$ cat config.mk
export PLATFORM = sky130hd
export DESIGN_NAME = m_demux_credit_ctrl
export DESIGN_NICKNAME = d
export VERILOG_FILES = /design/src/rtl/m_demux_credit_ctrl.sv
export SDC_FILE = /design/constraint.sdc
export NUM_CORES = 1
export LEC_CHECK = 0
export CORE_MARGIN = 2
export CORE_UTILIZATION = 50
export CTS_CLUSTER_DIAMETER = 200
export DETAILED_ROUTE_END_ITERATION = 6
export GPL_ROUTABILITY_DRIVEN = 0
export PLACE_DENSITY = 0.78
export RECOVER_POWER = 25
export SLEW_MARGIN = 15
export SYNTH_ARGS = -nofsm -noshare
export SYNTH_HDL_FRONTEND = slang
export SYNTH_SLANG_ARGS = --single-unit
export TNS_END_PERCENT = 5
$ cat constraint.sdc
create_clock -name clk -period 3.35 [get_ports clk]
set_input_delay 0.335 -clock clk [delete_from_list [all_inputs] [get_ports clk]]
set_output_delay 0.335 -clock clk [all_outputs]
set_load 0.005 [all_outputs]
$ cat src/rtl/m_demux_credit_ctrl.sv
// Packet-locking 1:2 demux controller with per-output credit flow control.
// A head flit locks the path to one output until its tail flit has passed.
module m_demux_credit_ctrl #(
  parameter int P_DATA_WIDTH = 8,
  parameter int P_CREDITS    = 4,
  parameter int P_CNT_WIDTH  = 4
) (
  input  logic                    clk,
  input  logic                    rst_n,
  input  logic                    in_valid,
  output logic                    in_ready,
  input  logic                    in_head,
  input  logic                    in_tail,
  input  logic                    in_dest,
  input  logic [P_DATA_WIDTH-1:0] in_data,
  input  logic                    credit_in_0,
  input  logic                    credit_in_1,
  output logic                    select,
  output logic [P_DATA_WIDTH-1:0] data_out,
  output logic                    valid_0,
  output logic                    valid_1,
  output logic                    busy,
  output logic                    err
);

  localparam logic [P_CNT_WIDTH-1:0] LP_MAX = P_CNT_WIDTH'(P_CREDITS);

  typedef enum logic [1:0] {
    ST_IDLE   = 2'd0,
    ST_LOCK_0 = 2'd1,
    ST_LOCK_1 = 2'd2
  } state_t;

  state_t                    r_state;
  logic [P_CNT_WIDTH-1:0]    r_cnt_0;
  logic [P_CNT_WIDTH-1:0]    r_cnt_1;
  logic                      r_select;
  logic [P_DATA_WIDTH-1:0]   r_data_out;
  logic                      r_valid_0;
  logic                      r_valid_1;
  logic                      r_err;

  logic w_tgt;
  logic w_credit_ok;
  logic w_accept;
  logic w_discard;
  logic w_fwd;
  logic w_dec_0;
  logic w_dec_1;
  logic w_ovf_0;
  logic w_ovf_1;

  // NOTE: every always_comb output gets a default first so no latch is inferred.
  always_comb begin
    w_tgt = in_dest;
    case (r_state)
      ST_LOCK_0: w_tgt = 1'b0;
      ST_LOCK_1: w_tgt = 1'b1;
      default:   w_tgt = in_dest;
    endcase
  end

  assign w_credit_ok = w_tgt ? (r_cnt_1 != '0) : (r_cnt_0 != '0);
  // A stray body flit in IDLE is always accepted so it can be dropped.
  assign in_ready    = ((r_state == ST_IDLE) && !in_head) || w_credit_ok;
  assign w_accept    = in_valid && in_ready;
  assign w_discard   = w_accept && (r_state == ST_IDLE) && !in_head;
  assign w_fwd       = w_accept && !w_discard;

  assign w_dec_0 = w_fwd && !w_tgt;
  assign w_dec_1 = w_fwd &&  w_tgt;
  assign w_ovf_0 = credit_in_0 && !w_dec_0 && (r_cnt_0 == LP_MAX);
  assign w_ovf_1 = credit_in_1 && !w_dec_1 && (r_cnt_1 == LP_MAX);

  // NOTE: sequential state uses non-blocking assignments so all registers
  // sample pre-edge values regardless of statement order.
  always_ff @(posedge clk or negedge rst_n) begin
    if (!rst_n) begin
      r_state    <= ST_IDLE;
      r_cnt_0    <= LP_MAX;
      r_cnt_1    <= LP_MAX;
      r_select   <= 1'b0;
      r_data_out <= '0;
      r_valid_0  <= 1'b0;
      r_valid_1  <= 1'b0;
      r_err      <= 1'b0;
    end else begin
      r_valid_0 <= w_dec_0;
      r_valid_1 <= w_dec_1;
      if (w_fwd) begin
        r_select   <= w_tgt;
        r_data_out <= in_data;
      end

      case (r_state)
        ST_IDLE: begin
          if (w_fwd && !in_tail) r_state <= in_dest ? ST_LOCK_1 : ST_LOCK_0;
        end
        ST_LOCK_0, ST_LOCK_1: begin
          if (w_accept && in_tail) r_state <= ST_IDLE;
        end
        default: r_state <= ST_IDLE;
      endcase

      // Simultaneous consume and return cancel out; a return at full saturates.
      if (w_dec_0 && !credit_in_0)                           r_cnt_0 <= r_cnt_0 - 1'b1;
      else if (credit_in_0 && !w_dec_0 && r_cnt_0 != LP_MAX) r_cnt_0 <= r_cnt_0 + 1'b1;

      if (w_dec_1 && !credit_in_1)                           r_cnt_1 <= r_cnt_1 - 1'b1;
      else if (credit_in_1 && !w_dec_1 && r_cnt_1 != LP_MAX) r_cnt_1 <= r_cnt_1 + 1'b1;

      r_err <= r_err | w_discard | w_ovf_0 | w_ovf_1;
    end
  end

  assign select   = r_select;
  assign data_out = r_data_out;
  assign valid_0  = r_valid_0;
  assign valid_1  = r_valid_1;
  assign busy     = (r_state != ST_IDLE);
  assign err      = r_err;

endmodule
==> flow_summary_export.csv, run 1 <==
group,metric,value,unit
logic_synthesis,syn_area,0.00136,sq mm
timing,setup_tns_final,0,ns
logic_synthesis,yosys-top-cells-area,"sky130_fd_sc_hd__dfrtp_1 37%, sky130_fd_sc_hd__mux2_4 13%, sky130_fd_sc_hd__ha_1 5.5%",
timing,timing.slew.headroom,33.2,%
cts,cts_hold_repair.buffers,0,
timing,slew_viol_final,0,
detailed_routing,first_pass_iteration_count_of_the_detailed_router,4,
logic_synthesis,synth_nets,136,
logic_synthesis,synth.lib_cells_used.distinct,32,
worst_setup_path,cp_slowest_stage_delay,0.43,ns
die,num_rows,18,
worst_setup_path,crit_path_leading_delay_family,"adder cells",
timing,timing.final.hold_violations,0,
layout,layout.core_utilization,69.0,%
grt,grt_antenna_before_repair,0,
detailed_routing,drt_first_iter_violations,21,
worst_setup_path,worstSetupEndpointType,"register",
power,vdd.ir_drop.worst,0.555,mV
cts,ctsResizeCount,0,
detailed_routing,wl,2.76,mm
cts,cts_num_sinks,22,
grt,grt_usage,19.3,%
die,design.core.area,0.00252,sq mm
timing,whs,0.517,ns
place,io_buffer_count,29,
layout,final_area,0.00174,sq mm
cts,clock_latency,0.31,ns
die,floorplan.initialDensity,54.0,%
detailed_routing,drt.antenna.violating_nets,0,
timing,final.setup.worst_slack,0.591,ns
detailed_routing,route.detailed.vias_per_inst,5.64,
detailed_routing,route.detailed.wl_per_inst,15.8,um
timing,setup_viol,0,
logic_synthesis,synthesis.instances,112,
detailed_routing,drc_errors,0,
layout,areaGrowthSynthToFinish,27.9,%
logic_synthesis,synth-edff-count,0,
layout,layout_cell_share_with_drive_strength_beyond_1,19.3,%
logic_synthesis,yosys_warnings,0,
status,outcome,"complete, no violations",
timing,final.period_utilization,82.3,%
layout,antennaDiodeCount,0,
worst_setup_path,critPathSlowestCell,"sky130_fd_sc_hd__dfrtp_1",
logic_synthesis,postSynth.asyncResetShare,100,%
place,placed_area,0.00169,sq mm
worst_setup_path,worstPathArrival,2.99,ns
worst_setup_path,chain_of_cells_forming_the_critical_path,"inv_1 > ha_1 > mux2i_1 > nand4_2 > inv_2 > nand2_1 > inv_1 > ha_1 > a21oi_1 > a211oi_1 > mux2i_1 > xnor2_1",
hold_path,path_type_of_the_worst_min_delay_path,"register to register",
cts,htree_levels,1,
die,floorplan.die.width,56.2,um
cts,cts_post_setup_buffers_inserted,0,
logic_synthesis,synth-seq-area-share,40.6,%
worst_setup_path,cp_max_fo,7,
logic_synthesis,synthDominantAreaCellType,"sky130_fd_sc_hd__dfrtp_1",
place,detailed_place_hpwl,2.15,mm
worst_setup_path,critical_path_buf_inv_count,3,
worst_setup_path,setup.worst_path.class,"register to register",
grt,grt_pass1_wl,4.88,mm
cts,clockBufferDepth,2,
layout,final_nets,170,
die,io_pins,30,
cts,worst_setup_hold_path_clk_slew,0.14,ns
worst_setup_path,wp_data_required,3.58,ns
timing,fmax,363,MHz
cts,tritoncts,"yes",
timing,clock_skew,0.0193,ns
detailed_routing,vias,987,
logic_synthesis,synth-main-ff-cell,"sky130_fd_sc_hd__dfrtp_1",
grt,grt_overflow,0,
power,static-leakage-power,0.771,nW
timing,unrepaired_setup_endpoints_after_global_routing,"false",
grt,first_global_vias,1034,
timing,worst-slew-pin-transition,0.999,ns
place,pre_cts_ws,0.645,ns
timing,finalWorstPathRequiredPeriod,2.76,ns
logic_synthesis,ys_ff_latch,22,
job,timing.max_cap.violations,0,
worst_setup_path,cp-start-kind,"register",
die,die-height,56.2,um
cts,root_driver,"sky130_fd_sc_hd__clkbuf_4",
cts,cts-buffers-inserted,3,
power,power_per_cell_area,841,mW/mm^2
logic_synthesis,yosys.area.top_type_share,36.8,%
die,design.die.area,0.00316,sq mm
logic_synthesis,syn_area_per_cell,12.2,sq um
grt,pin_count_of_the_biggest_net_entering_global_routing,23,
per-layer routing:
layer	up-vias	global-route usage [%]	routed length (um)
met1	498	27.9	1310
met2	16	30.9	1360
met5	-	0	0
met4	0	7.14	27
li1	471	-	-
met3	2	0.698	60
worst register-to-register path, stage by stage, from the launching register on:
cell	delay [ns]
sky130_fd_sc_hd__dfrtp_1	0.43
sky130_fd_sc_hd__inv_1	0.06
sky130_fd_sc_hd__ha_1	0.40
sky130_fd_sc_hd__mux2i_1	0.33
sky130_fd_sc_hd__nand4_2	0.21
sky130_fd_sc_hd__inv_2	0.15
sky130_fd_sc_hd__nand2_1	0.10
sky130_fd_sc_hd__inv_1	0.09
sky130_fd_sc_hd__ha_1	0.26
sky130_fd_sc_hd__a21oi_1	0.19
sky130_fd_sc_hd__a211oi_1	0.10
sky130_fd_sc_hd__mux2i_1	0.22
sky130_fd_sc_hd__xnor2_1	0.14
cell usage after synthesis (2+ instances only):
cell type                   n
sky130_fd_sc_hd__nor4b_1    3
sky130_fd_sc_hd__nand2_1    4
sky130_fd_sc_hd__nor2_1     2
sky130_fd_sc_hd__mux2_4    12
sky130_fd_sc_hd__or4_4      2
sky130_fd_sc_hd__dfrtp_1   20
sky130_fd_sc_hd__a211oi_1   2
sky130_fd_sc_hd__xnor2_1    6
sky130_fd_sc_hd__mux2i_4    2
sky130_fd_sc_hd__inv_1     12
sky130_fd_sc_hd__ha_1       6
sky130_fd_sc_hd__nand4_2    2
sky130_fd_sc_hd__fa_1       2
sky130_fd_sc_hd__a21oi_1    3
sky130_fd_sc_hd__mux2i_1    6
sky130_fd_sc_hd__or4_1      2
sky130_fd_sc_hd__and3_1     2
sky130_fd_sc_hd__nand3_1    7
sky130_fd_sc_hd__o31ai_1    2
sky130_fd_sc_hd__o311ai_0   2
sky130_fd_sc_hd__dfstp_2    2
placed cells by master (no fill, tap or decap), drive strengths merged, types with 3 or more instances in the layout:
cell type,synthesis,routed
clkdlybuf4s50,0,28
mux2,13,13
mux2i,8,8
a21oi,3,3
nand2,4,4
ha,6,6
inv,13,13
xnor2,6,6
or4,4,4
nor4b,3,3
nand3,7,7
dfrtp,20,20
nor2,3,3
clkbuf,0,3
cell type report:
type	count	area [sq um]
Clock inverter	1	30.0
Sequential cell	22	553
Clock buffer	3	22.5
Fill cell	197	781
Tap cell	30	37.5
Multi-Input combinational cell	77	759
Timing Repair Buffer	29	290
Inverter	13	48.8
worst paths after layout:
kind	start	to	slack, ns	cells past startpoint
min in group asynchronous	rst_n	r_state[0]	0.62	1
worst max register to register	r_state[1]	r_cnt_0[3]	0.59	12
worst min-delay path	select	select	0.52	1
worst min register to register	select	select	0.52	1
max in group asynchronous	rst_n	err	2.12	1
worst max-delay path	r_state[1]	r_cnt_0[3]	0.59	12
power breakdown:
group | internal [mW] | switching, mW | total, mW
Clock | 0.121 | 0.0847 | 0.206
Sequential | 0.398 | 0.103 | 0.501
Combinational | 0.449 | 0.309 | 0.758
registers in the layout (all words and copies together), names as in the netlist:
register  flops
data_out      8
r_cnt_0       4
r_cnt_1       4
r_state       2
err           1
select        1
valid_0       1
valid_1       1
cells by family after synthesis:
family / Yosys count / synth area share, %
AOI/OAI and AO/OA: 12 / 6.89
xor gates and xnor gates: 6 / 3.86
adders and majority gates: 8 / 8.46
buffers and inverters: 13 / 3.58
DFF: 22 / 40.6
muxes: 21 / 21.8
and+or+nand+nor: 30 / 14.8
through the flow:
stage | std cells | power [mW]
2_1_floorplan | 112 | 0.988
3_3_place_gp | 171 | 1.23
3_5_place_dp | 171 | 1.26
4_1_cts | 175 | 1.48
5_1_grt | 175 | 1.57
6_report | 175 | 1.46
No activity file was read; power rests on OpenSTA's default activity.
==> run 2: changes to the inputs <==
- CORE_UTILIZATION: 50 -> 45
- PLACE_DENSITY: 0.78 -> 0.74
- clock period: 3.35 -> 2.25 ns (I/O delays scaled with it)
==> flow_summary_export.csv, run 2 (synthesized netlist as in run 1, its figures left out) <==
group,metric,value,unit
timing,slew_viol_final,0,
detailed_routing,drt.antenna.violating_nets,0,
detailed_routing,drt_first_iter_violations,45,
worst_setup_path,worstPathArrival,2.57,ns
die,num_rows,19,
grt,grt_pass1_wl,5.27,mm
cts,tritoncts,"yes",
place,placed_area,0.00186,sq mm
timing,finalWorstPathRequiredPeriod,2.34,ns
worst_setup_path,cp-start-kind,"register",
power,clockPowerShare,12.0,%
detailed_routing,vias,1093,
worst_setup_path,timing.rr.start,"r_state[0]",
hold_path,path_type_of_the_worst_min_delay_path,"input pin to async pin",
layout,final_nets,192,
timing,final.setup.worst_slack,-0.0885,ns
power,static-leakage-power,0.878,nW
die,floorplan.die.width,59,um
worst_setup_path,cp_max_fo,6,
die,die-height,59,um
grt,grt_overflow,0,
cts,htree_levels,1,
layout,antennaDiodeCount,0,
worst_setup_path,chain_of_cells_forming_the_critical_path,"inv_2 > ha_4 > buf_6 > mux2i_4 > nand4_4 > inv_2 > nand2_2 > inv_2 > ha_4 > a21oi_4 > and3_1 > mux2i_1 > xnor2_1",
layout,finalNonFillerCells,198,
layout,layout.cells.most_common_list,"27 x sky130_fd_sc_hd__clkdlybuf4s50_1, 20 x sky130_fd_sc_hd__dfrtp_1, 18 x sky130_fd_sc_hd__buf_4, 12 x sky130_fd_sc_hd__mux2_4, 10 x sky130_fd_sc_hd__inv_1",
timing,timing.slew.headroom,32.0,%
worst_setup_path,critPathSlowestCell,"sky130_fd_sc_hd__dfrtp_1",
layout,areaGrowthSynthToFinish,47.9,%
power,vdd.ir_drop.worst,0.670,mV
worst_setup_path,critical_path_buf_inv_count,4,
timing,whs,0.167,ns
detailed_routing,first_pass_iteration_count_of_the_detailed_router,4,
worst_setup_path,regToRegEndpoint,"r_cnt_0[3]",
power,power_per_cell_area,1260,mW/mm^2
worst_setup_path,timing.reg2reg.setup_slack,-0.09,ns
timing,setup_tns_final,-0.170,ns
worst_setup_path,critPathMostFrequentCell,"sky130_fd_sc_hd__inv_2",
power,seq_power_share,28.8,%
die,design.core.area,0.00281,sq mm
detailed_routing,drc_errors,0,
cts,cts_hold_repair.buffers,0,
power,power.share.combinational,59.2,%
worst_setup_path,cp_slowest_stage_delay,0.41,ns
die,design.die.area,0.00348,sq mm
place,detailed_place_hpwl,2.38,mm
timing,unrepaired_setup_endpoints_after_global_routing,"true",
layout,number_of_flip_flops_in_the_largest_register,8,
worst_setup_path,wp_data_required,2.48,ns
place,dp_cells,188,
timing,timing.final.hold_violations,0,
timing,fmax,428,MHz
layout,layout_commonest_cell,"sky130_fd_sc_hd__clkdlybuf4s50_1",
cts,cts-buffers-inserted,3,
cts,worst_setup_hold_path_clk_slew,0.13,ns
die,floorplan.initialDensity,48.5,%
layout,final_area,0.00201,sq mm
layout,layout_cell_share_with_drive_strength_beyond_1,38.3,%
timing,worst-slew-pin-transition,1.02,ns
job,timing.max_cap.violations,0,
cts,clockBufferDepth,2,
power,netSwitchingPower,852,uW
place,io_buffer_count,29,
cts,clock_latency,0.30,ns
status,outcome,"finished, violations left",
worst_setup_path,crit_path_leading_delay_family,"adder cells",
detailed_routing,route.detailed.wl_per_inst,16.1,um
timing,clock_skew,0.00255,ns
worst_setup_path,r2r.worst_path.cells,13,
detailed_routing,wl,3.20,mm
layout,layout.core_utilization,71.8,%
timing,final.period_utilization,104,%
status,failed_checks,"negative setup slack",
grt,grt_usage,19.7,%
cts,root_driver,"sky130_fd_sc_hd__clkbuf_4",
detailed_routing,route.detailed.vias_per_inst,5.52,
power,internal_power,1.68,mW
power,switching_part_of_the_total_power,33.6,%
cts,cts_num_sinks,22,
worst_setup_path,setup.worst_path.class,"register to register",
power,total_power,2.53,mW
die,io_pins,30,
worst_setup_path,worstSetupEndpointType,"register",
grt,grt_antenna_before_repair,0,
grt,first_global_vias,1131,
grt,pin_count_of_the_biggest_net_entering_global_routing,20,
place,pre_cts_ws,-0.0980,ns
timing,setup_viol,11,
run 2: timing repair:
action / CTS / global route
setup endpoints to repair: 4 / 12
hold endpoints to repair: 0 / 0
gates cloned: 0 / 0
resized for setup: 8 / 9
pin swaps: 1 / 1
buffers inserted: 4 / 2
run 2: worst max-delay path by stage:
stage / cells after the start / to / start
after global routing: 13 / r_cnt_0[3] / r_state[0]
after detailed placement: 10 / r_cnt_1[3] / r_state[1]
final: 13 / r_cnt_0[3] / r_state[0]
after floorplan: 10 / r_cnt_1[3] / r_state[1]
after CTS: 13 / r_cnt_0[3] / r_state[0]
after global placement: 12 / r_cnt_0[3] / r_state[1]
run 2: worst reg2reg max path: cells and delay by family (launching register included):
kind / cells / cell delay [ns]
xor gates and xnor gates: 1 / 0.18
and+or+nand+nor: 3 / 0.34
DFF: 1 / 0.41
buffers and inverters: 4 / 0.36
muxes: 2 / 0.34
adders and majority gates: 2 / 0.50
AOI/OAI and AO/OA: 1 / 0.13
run 2: power by group through the flow:
stage,sequential [mW],combinational [mW],clock (mW)
3_3_place_gp,0.716,1.33,0
2_1_floorplan,0.730,0.808,0
6_report,0.731,1.50,0.304
5_1_grt,0.745,1.63,0.331
4_1_cts,0.720,1.42,0.306
3_5_place_dp,0.728,1.36,0
run 2: metal layers:
layer | part of all wire [%] | vias up | track usage, %
li1 | - | 517 | -
met1 | 49 | 553 | 28.9
met2 | 47 | 19 | 30.6
met3 | 2.1 | 4 | 1.97
met4 | 1.1 | 0 | 6.49
met5 | 0 | - | 0
run 2: layout make-up:
class / instances / area [sq um]
clock buffers: 3 / 22.5
clock inverters: 1 / 30.0
fillers: 199 / 792
inverters: 13 / 48.8
multi-input cells: 77 / 858
flip-flops and latches: 22 / 553
well taps: 31 / 38.8
repair buffers: 51 / 462
